$ cat config.mk
export PLATFORM = sky130hd
export DESIGN_NAME = spi_txfifo_packer
export DESIGN_NICKNAME = d
export VERILOG_FILES = /design/src/rtl/spi_txfifo_packer_pkg.sv /design/src/rtl/spi_byte_ram.sv /design/src/rtl/spi_txfifo_packer.sv
export SDC_FILE = /design/constraint.sdc
export NUM_CORES = 1
export LEC_CHECK = 0
export BUFFER_PORTS_ARGS = -buffer_cell sky130_fd_sc_hd__buf_2
export CAP_MARGIN = 20
export CORE_MARGIN = 2
export CORE_UTILIZATION = 40
export DETAILED_ROUTE_END_ITERATION = 10
export PLACE_DENSITY = 0.64
export SLEW_MARGIN = 20
export SYNTH_ARGS = -nofsm -noshare
export SYNTH_HDL_FRONTEND = slang
export SYNTH_HIERARCHICAL = 1
export SYNTH_SLANG_ARGS = --single-unit
$ cat constraint.sdc
create_clock -name S_SYSCLK -period 7 [get_ports S_SYSCLK]
set_clock_uncertainty 0.2 [all_clocks]
set_input_delay 1.05 -clock S_SYSCLK [delete_from_list [all_inputs] [get_ports S_SYSCLK]]
set_output_delay 1.05 -clock S_SYSCLK [all_outputs]
set_load 0.05 [all_outputs]
$ cat src/rtl/spi_txfifo_packer_pkg.sv
// spi_txfifo_packer_pkg: TX FIFO sizing, SPIE bit positions and strobe helpers for the SPI interface.
package spi_txfifo_packer_pkg;
    localparam int NWORD_TXFIFO   = 8;
    localparam int NBYTES_TXFIFO  = 4 * NWORD_TXFIFO;
    localparam int CNT_W          = $clog2(NBYTES_TXFIFO) + 1;
    localparam int PTR_W          = $clog2(NBYTES_TXFIFO);
    localparam int SPIE_TXCNT_LSB = 16;
    localparam int SPIE_TXE_BIT   = 15;
    localparam int SPIE_TNF_BIT   = 9;
    localparam int SPIE_TXT_BIT   = 8;

    function automatic logic strb_legal(input logic [3:0] s);
        return s inside {4'b0001, 4'b0011, 4'b0111, 4'b1111};
    endfunction

    function automatic logic [2:0] strb_bytes(input logic [3:0] s);
        return 3'(s[0]) + 3'(s[1]) + 3'(s[2]) + 3'(s[3]);
    endfunction
endpackage

$ cat src/rtl/spi_byte_ram.sv
// spi_byte_ram: 32x8 byte RAM, four write lanes at consecutive wrapping addresses, async read.
module spi_byte_ram
    import spi_txfifo_packer_pkg::*;
(
    input  logic             clk_i,
    input  logic [3:0]       we_i,
    input  logic [PTR_W-1:0] waddr_i,
    input  logic [31:0]      wdata_i,
    input  logic [PTR_W-1:0] raddr_i,
    output logic [7:0]       rdata_o
);
    logic [7:0] mem_q [NBYTES_TXFIFO];

    always_ff @(posedge clk_i) begin
        for (int i = 0; i < 4; i++)
            if (we_i[i]) mem_q[waddr_i + PTR_W'(i)] <= wdata_i[8*i +: 8];
    end

    assign rdata_o = mem_q[raddr_i];
endmodule

$ cat src/rtl/spi_txfifo_packer.sv
// spi_txfifo_packer: byte-granular SPI TX FIFO packing strobed 32-bit pushes into a byte stream.
module spi_txfifo_packer
    import spi_txfifo_packer_pkg::*;
(
    input  logic             S_SYSCLK,
    input  logic             S_RESET,
    input  logic             S_ENABLE,
    input  logic             S_WR,
    input  logic [31:0]      S_WDATA,
    input  logic [3:0]       S_WSTRB,
    input  logic [CNT_W-1:0] S_THRESH,
    output logic             S_BYTE_VALID,
    output logic [7:0]       S_BYTE,
    input  logic             S_BYTE_READY,
    output logic [CNT_W-1:0] S_TXCNT,
    output logic             S_TNF,
    output logic             S_TXE,
    output logic             S_TXT,
    output logic             S_OVF,
    output logic             S_WERR
);
    logic [PTR_W-1:0] wr_q, wr_d, rd_q, rd_d;
    logic [CNT_W-1:0] cnt_q, cnt_d;
    logic             ovf_q, ovf_d, werr_q, werr_d;
    logic             legal, fits, push, pop;
    logic [2:0]       n;

    // Free space is judged on the pre-cycle count; a same-cycle pop does not help.
    always_comb begin
        legal  = strb_legal(S_WSTRB);
        n      = strb_bytes(S_WSTRB);
        fits   = ({1'b0, cnt_q} + (CNT_W+1)'(n)) <= (CNT_W+1)'(NBYTES_TXFIFO);
        push   = S_ENABLE && S_WR && legal && fits;
        pop    = S_BYTE_VALID && S_BYTE_READY;
        wr_d   = S_ENABLE ? wr_q + (push ? PTR_W'(n) : '0) : '0;
        rd_d   = S_ENABLE ? rd_q + PTR_W'(pop) : '0;
        cnt_d  = S_ENABLE ? cnt_q + (push ? CNT_W'(n) : '0) - CNT_W'(pop) : '0;
        ovf_d  = S_ENABLE && S_WR && legal && !fits;
        werr_d = S_ENABLE && S_WR && !legal;
    end

    always_ff @(posedge S_SYSCLK) begin
        if (S_RESET) begin
            wr_q   <= '0;
            rd_q   <= '0;
            cnt_q  <= '0;
            ovf_q  <= 1'b0;
            werr_q <= 1'b0;
        end else begin
            wr_q   <= wr_d;
            rd_q   <= rd_d;
            cnt_q  <= cnt_d;
            ovf_q  <= ovf_d;
            werr_q <= werr_d;
        end
    end

    // Legal strobes are contiguous from byte 0, so the strobe doubles as the lane enable.
    spi_byte_ram u_ram (
        .clk_i   (S_SYSCLK),
        .we_i    (push ? S_WSTRB : 4'b0000),
        .waddr_i (wr_q),
        .wdata_i (S_WDATA),
        .raddr_i (rd_q),
        .rdata_o (S_BYTE)
    );

    assign S_BYTE_VALID = S_ENABLE && (cnt_q != '0);
    assign S_TXCNT      = cnt_q;
    assign S_TXE        = cnt_q == '0;
    assign S_TNF        = cnt_q <= CNT_W'(NBYTES_TXFIFO - 4);
    assign S_TXT        = cnt_q <= S_THRESH;
    assign S_OVF        = ovf_q;
    assign S_WERR       = werr_q;
endmodule
# After elaboration in Yosys (flattened, before gate mapping)
# Memories as Yosys holds them, arrays and structs flattened. A register that Yosys moved wholly into a read port is not among the register bits.
# Cells that the tools add are included.
# totals
reg_bits	18
ram_bits	256
in_bits	47
out_inout_bits	20
memories	1
# memory_table
name	words	width	read_ports	rd_ports_with_merged_regs	write_ports	line_no	source
u_ram.mem_q	32	8	1	1	4	spi_byte_ram.sv:12	logic [7:0] mem_q [NBYTES_TXFIFO];
# op_classes
addsub	11
order_cmp	3
eq_ne	4
n_mux	12
bitwise_logic	1
n_reduce_logical	13
# ops
op	count
adder 5 x 2 -> 5 bit (second input constant)	2
2-to-1 mux 1 bit	8
adder 6 x 3 -> 7 bit	1
less-or-equal comparator 7 x 6 -> 1 bit (second input constant)	1
logical AND 1 bit	7
adder 6 x 3 -> 6 bit	1
less-or-equal comparator 6 x 5 -> 1 bit (second input constant)	1
less-or-equal comparator 6 bit	1
zero test 6 bit	1
2-to-1 mux 3 bit	2
nonzero test 6 bit	1
subtractor 6 x 1 -> 6 bit	1
adder 5 x 1 -> 5 bit	1
adder 5 x 1 -> 5 bit (second input constant)	1
adder 5 x 3 -> 5 bit	1
2-to-1 mux 5 bit	1
equality test 4 x 1 -> 1 bit (second input constant)	1
equality test 4 x 2 -> 1 bit (second input constant)	1
equality test 4 x 3 -> 1 bit (second input constant)	1
equality test 4 bit (second input constant)	1
2-to-1 mux 4 bit	1
nonzero test 4 bit	1
adder 2 x 1 -> 3 bit	1
adder 3 x 1 -> 3 bit	1
other kinds (4)	5

# Logic depth before layout (Yosys ltp)
# Gate-level depths: netlist (run 1).
# depth
word_depth	9
ltp_mapped	20

# By module
# Netlist (run 1), hierarchy kept.
# by_module_without_submodules
module	instances	cells_per_inst	area_per_inst_um2
spi_byte_ram	1	1747	19637.6
spi_txfifo_packer	1	168	1487.7

# Least setup slack after synthesis (run 1)
# No wires, ideal clock.
# synth_timing
kind	input to register
from	input S_WSTRB[0]
to	memory u_ram.mem_q[15][0] (enable)
setup_time_ns	0.404
t_arrival_ns	4.784
required_ns	6.396
setup_slack_ns	1.612
path_stages	15
path_buffers	0
path_cell_list	fa_1 ha_1 ha_1 inv_1 fa_1 nor2b_4 o21ai_1 mux2i_1 a32oi_1 nor3_1 nor2b_1 nand2_1 nor2_2 nor2_1 o311ai_0
# synth_rtl
item	line_no	source
start: declaration	spi_txfifo_packer.sv:10	input logic [3:0] S_WSTRB,
end: declaration	spi_byte_ram.sv:12	

==> results of run 1 <==
==> worst min-delay path, stage by stage (launching register included) <==
cell	delay (ps)
dfxtp_1	360
xor2_1	80
nor2_1	70
==> sequential cells by signal (all words and copies together) (netlist names) <==
register,cells
S_TXCNT,6
S_OVF,1
wr_q,5
u_ram/mem_q,256
S_WERR,1
rd_q,5
==> power groups by stage <==
stage	registers [uW]	clock network (uW)	logic, uW
5_1_grt	1830	1960	761
3_5_place_dp	1880	0	688
2_1_floorplan	1880	0	460
4_1_cts	1840	1910	690
6_report	1830	1890	723
3_3_place_gp	1880	0	671
==> Yosys cell counts (10+ instances only) <==
| cell type | instances |
|---|---|
| a21oi_1 | 112 |
| a221oi_1 | 31 |
| and2_1 | 14 |
| and3_1 | 10 |
| buf_2 | 46 |
| buf_6 | 12 |
| clkbuf_1 | 122 |
| dfxtp_1 | 18 |
| edfxtp_1 | 256 |
| ha_1 | 32 |
| inv_1 | 31 |
| mux2_2 | 145 |
| mux2_4 | 16 |
| mux2i_1 | 271 |
| mux4_2 | 80 |
| nand2_1 | 112 |
| nand3_1 | 37 |
| nor2_1 | 85 |
| nor2b_1 | 11 |
| nor3_1 | 57 |
| o21ai_0 | 83 |
| o21ai_1 | 12 |
| o22ai_1 | 82 |
| o32ai_1 | 15 |
| or3_1 | 20 |
==> final cells by class <==
type                            count  area (um2)
Fill cell                        4821       29400
Multi-Input combinational cell   1404       12000
Sequential cell                   274        8050
Clock buffer                       44         952
Tap cell                          688         861
Timing Repair Buffer              110         681
Clock inverter                     22         230
Inverter                           38         143
==> logic make-up after synthesis <==
group | Yosys count | share of synthesized area [%]
DFF | 274 | 38.1
adders and majority gates | 36 | 2.27
buffers and inverters | 237 | 5.09
xor gates and xnor gates | 18 | 0.995
and+or+nand+nor | 427 | 10.8
muxes | 512 | 30.2
AOI/OAI and AO/OA | 411 | 12.5
==> path summary, 6_finish.rpt <==
kind / endpoint / slack [ps]
setup / recovery: u_ram/mem_q[14][2] / 670
hold / removal: wr_q[3] / 340
setup reg to reg: u_ram/mem_q[14][2] / 1690
hold reg to reg: wr_q[3] / 340
==> metal layers <==
| metal | share of wire, % | GRT usage [%] | vias to the layer above | routed length (um) |
|---|---|---|---|---|
| li1 | - | - | 7317 | - |
| met1 | 38 | 38.8 | 8709 | 31100 |
| met2 | 43 | 44.2 | 1567 | 35500 |
| met3 | 14 | 8.93 | 338 | 11300 |
| met4 | 5.8 | 15.5 | 6 | 4770 |
| met5 | 0.045 | 0 | - | 37 |
==> per-stage QoR <==
| stage | instance area (um2) | worst slack, ps | total power [uW] | cells |
|---|---|---|---|---|
| 3_5_place_dp | 21700 | 367 | 2560 | 2513 |
| 4_1_cts | 22900 | 955 | 4440 | 2579 |
| 6_report | 22900 | 665 | 4450 | 2580 |
| 2_1_floorplan | 21100 | 1610 | 2340 | 1915 |
| 3_3_place_gp | 21700 | 537 | 2550 | 2513 |
| 5_1_grt | 22900 | 563 | 4560 | 2580 |
==> summary.txt, run 1 <==
post-synthesis cell type count: 91
num ports: 67
Reg clk slew, reported paths: 50 ps
post-cts resize count: 0
maxcap violations: 0
crit-path cells: buf_2 -> fa_1 -> ha_1 -> ha_1 -> inv_1 -> fa_1 -> xnor2_1 -> nor3b_1 -> a32oi_1 -> nor3_1 -> nand2b_1 -> nor3_1 -> nand2_1 -> and2_1 -> o311ai_1 -> buf_4
commonest non-fill, non-tap cells in the layout: mux2i_1, edfxtp_1, mux2_2, nand2_1, a21oi_1
cell count after synthesis: 1915
vias in the first global route: 17300
clock root buffer: clkbuf_16
core area: 52300 um2
PD cells: 194 nW/um2
share of cells above drive strength 1: 25.4%
Crit. path cell count: 16
Synth Area per Inst: 11.0 um2
Synth area leaders: edfxtp_1, mux2i_1, mux4_2, mux2_2, a21oi_1
sw frac: 28.6%
Slew Limit Fails: 0
share of the synthesized area in the top cell type: 36.4%
Starting DRT DRC Count: 2809
final routed DRC violation total: 0
Leakage: 0.00833 uW
Clock Sink Count: 274
# Post-CTS Setup Buffers: 0
EDFF count, synth: 256
largest stage delay on the critical path: 790 ps
CTS tree: built
period utilisation layout: 90.5%
most common cell after layout, fill and taps aside: mux2i_1
Finished Core Util: 43.8%
Comb pwr share: 16.3%
Reg power frac: 41.2%
number of port buffers: 66
nets@finish: 1947
Max H-tree Level: 2
Critical R2R Launch: S_TXCNT[0]
net switching power: 1270 uW
largest net degree at the start of global routing: 67
clk buf depth: 3
total wire length: 82700 um
Post-synth ARST share: 0%
initial antenna violation count: 3
Period minus WS final: 6330 ps
Routed Antenna Nets: 0
R2R depth: 13
worst path required time: 7040 ps
Die ar.: 54700 um2
Yosys warnings: 6
routability cong.: 0.954
Final Hold Fails: 0
outcome: completed
# hold bufs at CTS: 0
CP startpoint: S_WSTRB[0]
die span in y: 234 um
number of core rows: 84
Clk network pwr share: 42.6%
Slowest cell on crit path: nor3_1
All-Layer GR Usage: 29.6%
Mapped Nets: 1998
Arrival @ worst endpoint: 6380 ps
Buf/Inv on CP: 3
actual slew at the worst max-slew pin: 1220 ps
Peak VDD IR: 0.188 mV
CP Launch Type: primary input
relative slew slack: 18.6%
Setup Crit Path Kind: primary input to register
Min-Delay Path Depth: 2
sequential area share after synthesis: 38.1%
Max Clock Freq: 0.158 GHz
Syn-to-layout area delta: 8.57%
Initial Utilization: 40.4%
Die Width: 234 um
Primary FF master, synth: edfxtp_1
Setup TNS Final: 0 ps
final setup vio count: 0
average routed wire per standard cell: 32.1 um
cell area after synthesis: 21100 um2
vias: 17900
drt pass-1 iters: 6
worst skew pair latency: 550 ps
top cell type by total area after synthesis: edfxtp_1
ant diodes: 0
kind of end point of the critical path: register
TritonCTS buffer count: 36
kind of cell adding the most delay to the critical path: simple AND/OR/NAND/NOR gates
cell-internal power: 3180 uW
RSZ-0062 raised after global routing: false
worst hold path class: register to register
vias per cell: 6.95
grt ovf: 0
WHS: 339 ps
hold wc startpoint: wr_q[3]
DP HPWL: 51200 um
first-pass GRT wire length: 118000 um
Crit Path Max Fanout: 9
Yosys reg bits: 274
Power figures use the tool's default switching activity.
==> run 2: changes to the inputs <==
--- a/config.mk
+++ b/config.mk
@@ -5,9 +5,9 @@
 export SDC_FILE = /design/constraint.sdc
 export NUM_CORES = 1
 export LEC_CHECK = 0
-export BUFFER_PORTS_ARGS = -buffer_cell sky130_fd_sc_hd__buf_2
+export BUFFER_PORTS_ARGS = -buffer_cell sky130_fd_sc_hd__buf_4
 export CAP_MARGIN = 20
-export CORE_MARGIN = 2
+export CORE_MARGIN = 10
 export CORE_UTILIZATION = 40
 export DETAILED_ROUTE_END_ITERATION = 10
 export PLACE_DENSITY = 0.64
==> summary.txt, run 2 (synthesized netlist as in run 1, its figures left out) <==
Worst R2R Setup Slack: 1320 ps
RSZ-0062 raised after global routing: false
die span in y: 250 um
Max Clock Freq: 0.149 GHz
crit-path cells: buf_4 -> fa_1 -> ha_1 -> ha_1 -> inv_1 -> fa_1 -> nor2b_4 -> o21ai_1 -> mux2i_1 -> a32oi_1 -> nor3_1 -> nand2b_1 -> nor3_1 -> nand2_1 -> and2_1 -> o211ai_1
initial antenna violation count: 2
Initial Utilization: 40.3%
total wire length: 83800 um
All-Layer GR Usage: 25.3%
# Post-CTS Setup Buffers: 0
period utilisation layout: 95.6%
vias: 17800
relative slew slack: 16.3%
Buf/Inv on CP: 2
worst hold path class: primary input to register
CP Launch Type: primary input
core area: 52400 um2
most common cell after layout, fill and taps aside: mux2i_1
Final Hold Fails: 0
Clock Sink Count: 274
worst skew pair latency: 550 ps
worst path required time: 6990 ps
Comb pwr share: 16.6%
Arrival @ worst endpoint: 6680 ps
actual slew at the worst max-slew pin: 1250 ps
first-pass GRT wire length: 119000 um
Finished Core Util: 43.8%
drt pass-1 iters: 6
Slew Limit Fails: 0
PD cells: 192 nW/um2
net switching power: 1250 uW
outcome: completed
Starting DRT DRC Count: 2968
commonest non-fill, non-tap cells in the layout: mux2i_1, edfxtp_1, mux2_2, nand2_1, a21oi_1
Die ar.: 62400 um2
Crit Path Max Fanout: 9
Clk network pwr share: 41.8%
post-cts resize count: 0
largest stage delay on the critical path: 1000 ps
num ports: 67
final setup vio count: 0
Leakage: 0.00830 uW
sw frac: 28.2%
Setup Crit Path Kind: primary input to register
share of cells above drive strength 1: 25.1%
max FFs per register: 256
number of port buffers: 66
final routed DRC violation total: 0
DP HPWL: 51700 um
average routed wire per standard cell: 32.7 um
kind of cell adding the most delay to the critical path: simple AND/OR/NAND/NOR gates
Slowest cell on crit path: nor3_1
Final Power: 4420 uW
Reg power frac: 41.6%
largest register by flop count: u_ram/mem_q
# hold bufs at CTS: 0
Max H-tree Level: 2
Routed Antenna Nets: 0
nets@finish: 1932
number of core rows: 84
Setup TNS Final: 0 ps
largest net degree at the start of global routing: 44
Period minus WS final: 6690 ps
Peak VDD IR: 0.188 mV
vias per cell: 6.93
cell-internal power: 3170 uW
routability cong.: 0.943
grt ovf: 0
TritonCTS buffer count: 34
vias in the first global route: 17100
Syn-to-layout area delta: 8.77%
kind of end point of the critical path: register
Reg clk slew, reported paths: 60 ps
CTS tree: built
clock root buffer: clkbuf_16
Die Width: 250 um
maxcap violations: 0
clk buf depth: 3
run 2: cell count changes in the layout (fill, tap and decap cells not counted), moves of 3 or more:
cell	before	now
buf_2	66	1
buf_4	43	96
clkbuf_1	7	3
o311ai_1	3	0
o311ai_2	0	3
run 2: worst paths after layout:
check / start / end / depth (start not counted)
max: S_WSTRB[0] / u_ram/mem_q[6][7] / 16
min reg2reg: S_TXCNT[0] / S_TXCNT[0] / 2
min: S_RESET / S_WERR / 2
max reg2reg: S_TXCNT[0] / u_ram/mem_q[6][7] / 13
run 2: final cells by class:
cell class                 count  area (um2)
tap                          688         861
sequential                   274        8050
clock inverter                23         268
clock buffer                  38         887
fill                        4773       29500
inverter                      38         143
antenna                        1        2.50
timing repair buffer          97         726
multi-input combinational   1404       12000
run 2: power by group through the flow:
stage	logic [uW]	registers (uW)	clock network, uW
6_report	734	1840	1850
5_1_grt	770	1840	1930
4_1_cts	715	1840	1860
3_5_place_dp	712	1880	0
3_3_place_gp	700	1880	0
2_1_floorplan	460	1880	0
run 2: per-layer routing:
layer	wire length, um	share of wire [%]	vias to the layer above	GRT usage [%]
met5	26	0.031	-	0.238
met4	3730	4.5	4	11.4
met3	11800	14	277	8.59
met2	35700	43	1539	36.7
met1	32600	39	8669	33.4
li1	-	-	7279	-
run 2: worst reg2reg max path: cells and delay by family (launching register included):
family | cells | cell delay (ps)
and+or+nand+nor | 6 | 3100
adders and majority gates | 2 | 680
AOI/OAI and AO/OA | 3 | 650
DFF | 1 | 410
muxes | 1 | 220
buffers and inverters | 1 | 70
run 2: stage by stage:
stage / hold WS, ps / std cells / cell area [um2] / setup WS [ps]
2_1_floorplan: 274 / 1915 / 21100 / 1610
3_3_place_gp: 485 / 2500 / 21800 / 370
3_5_place_dp: 476 / 2500 / 21800 / 141
4_1_cts: 468 / 2561 / 22900 / 670
5_1_grt: 479 / 2562 / 23000 / 287
6_report: 487 / 2563 / 23000 / 308
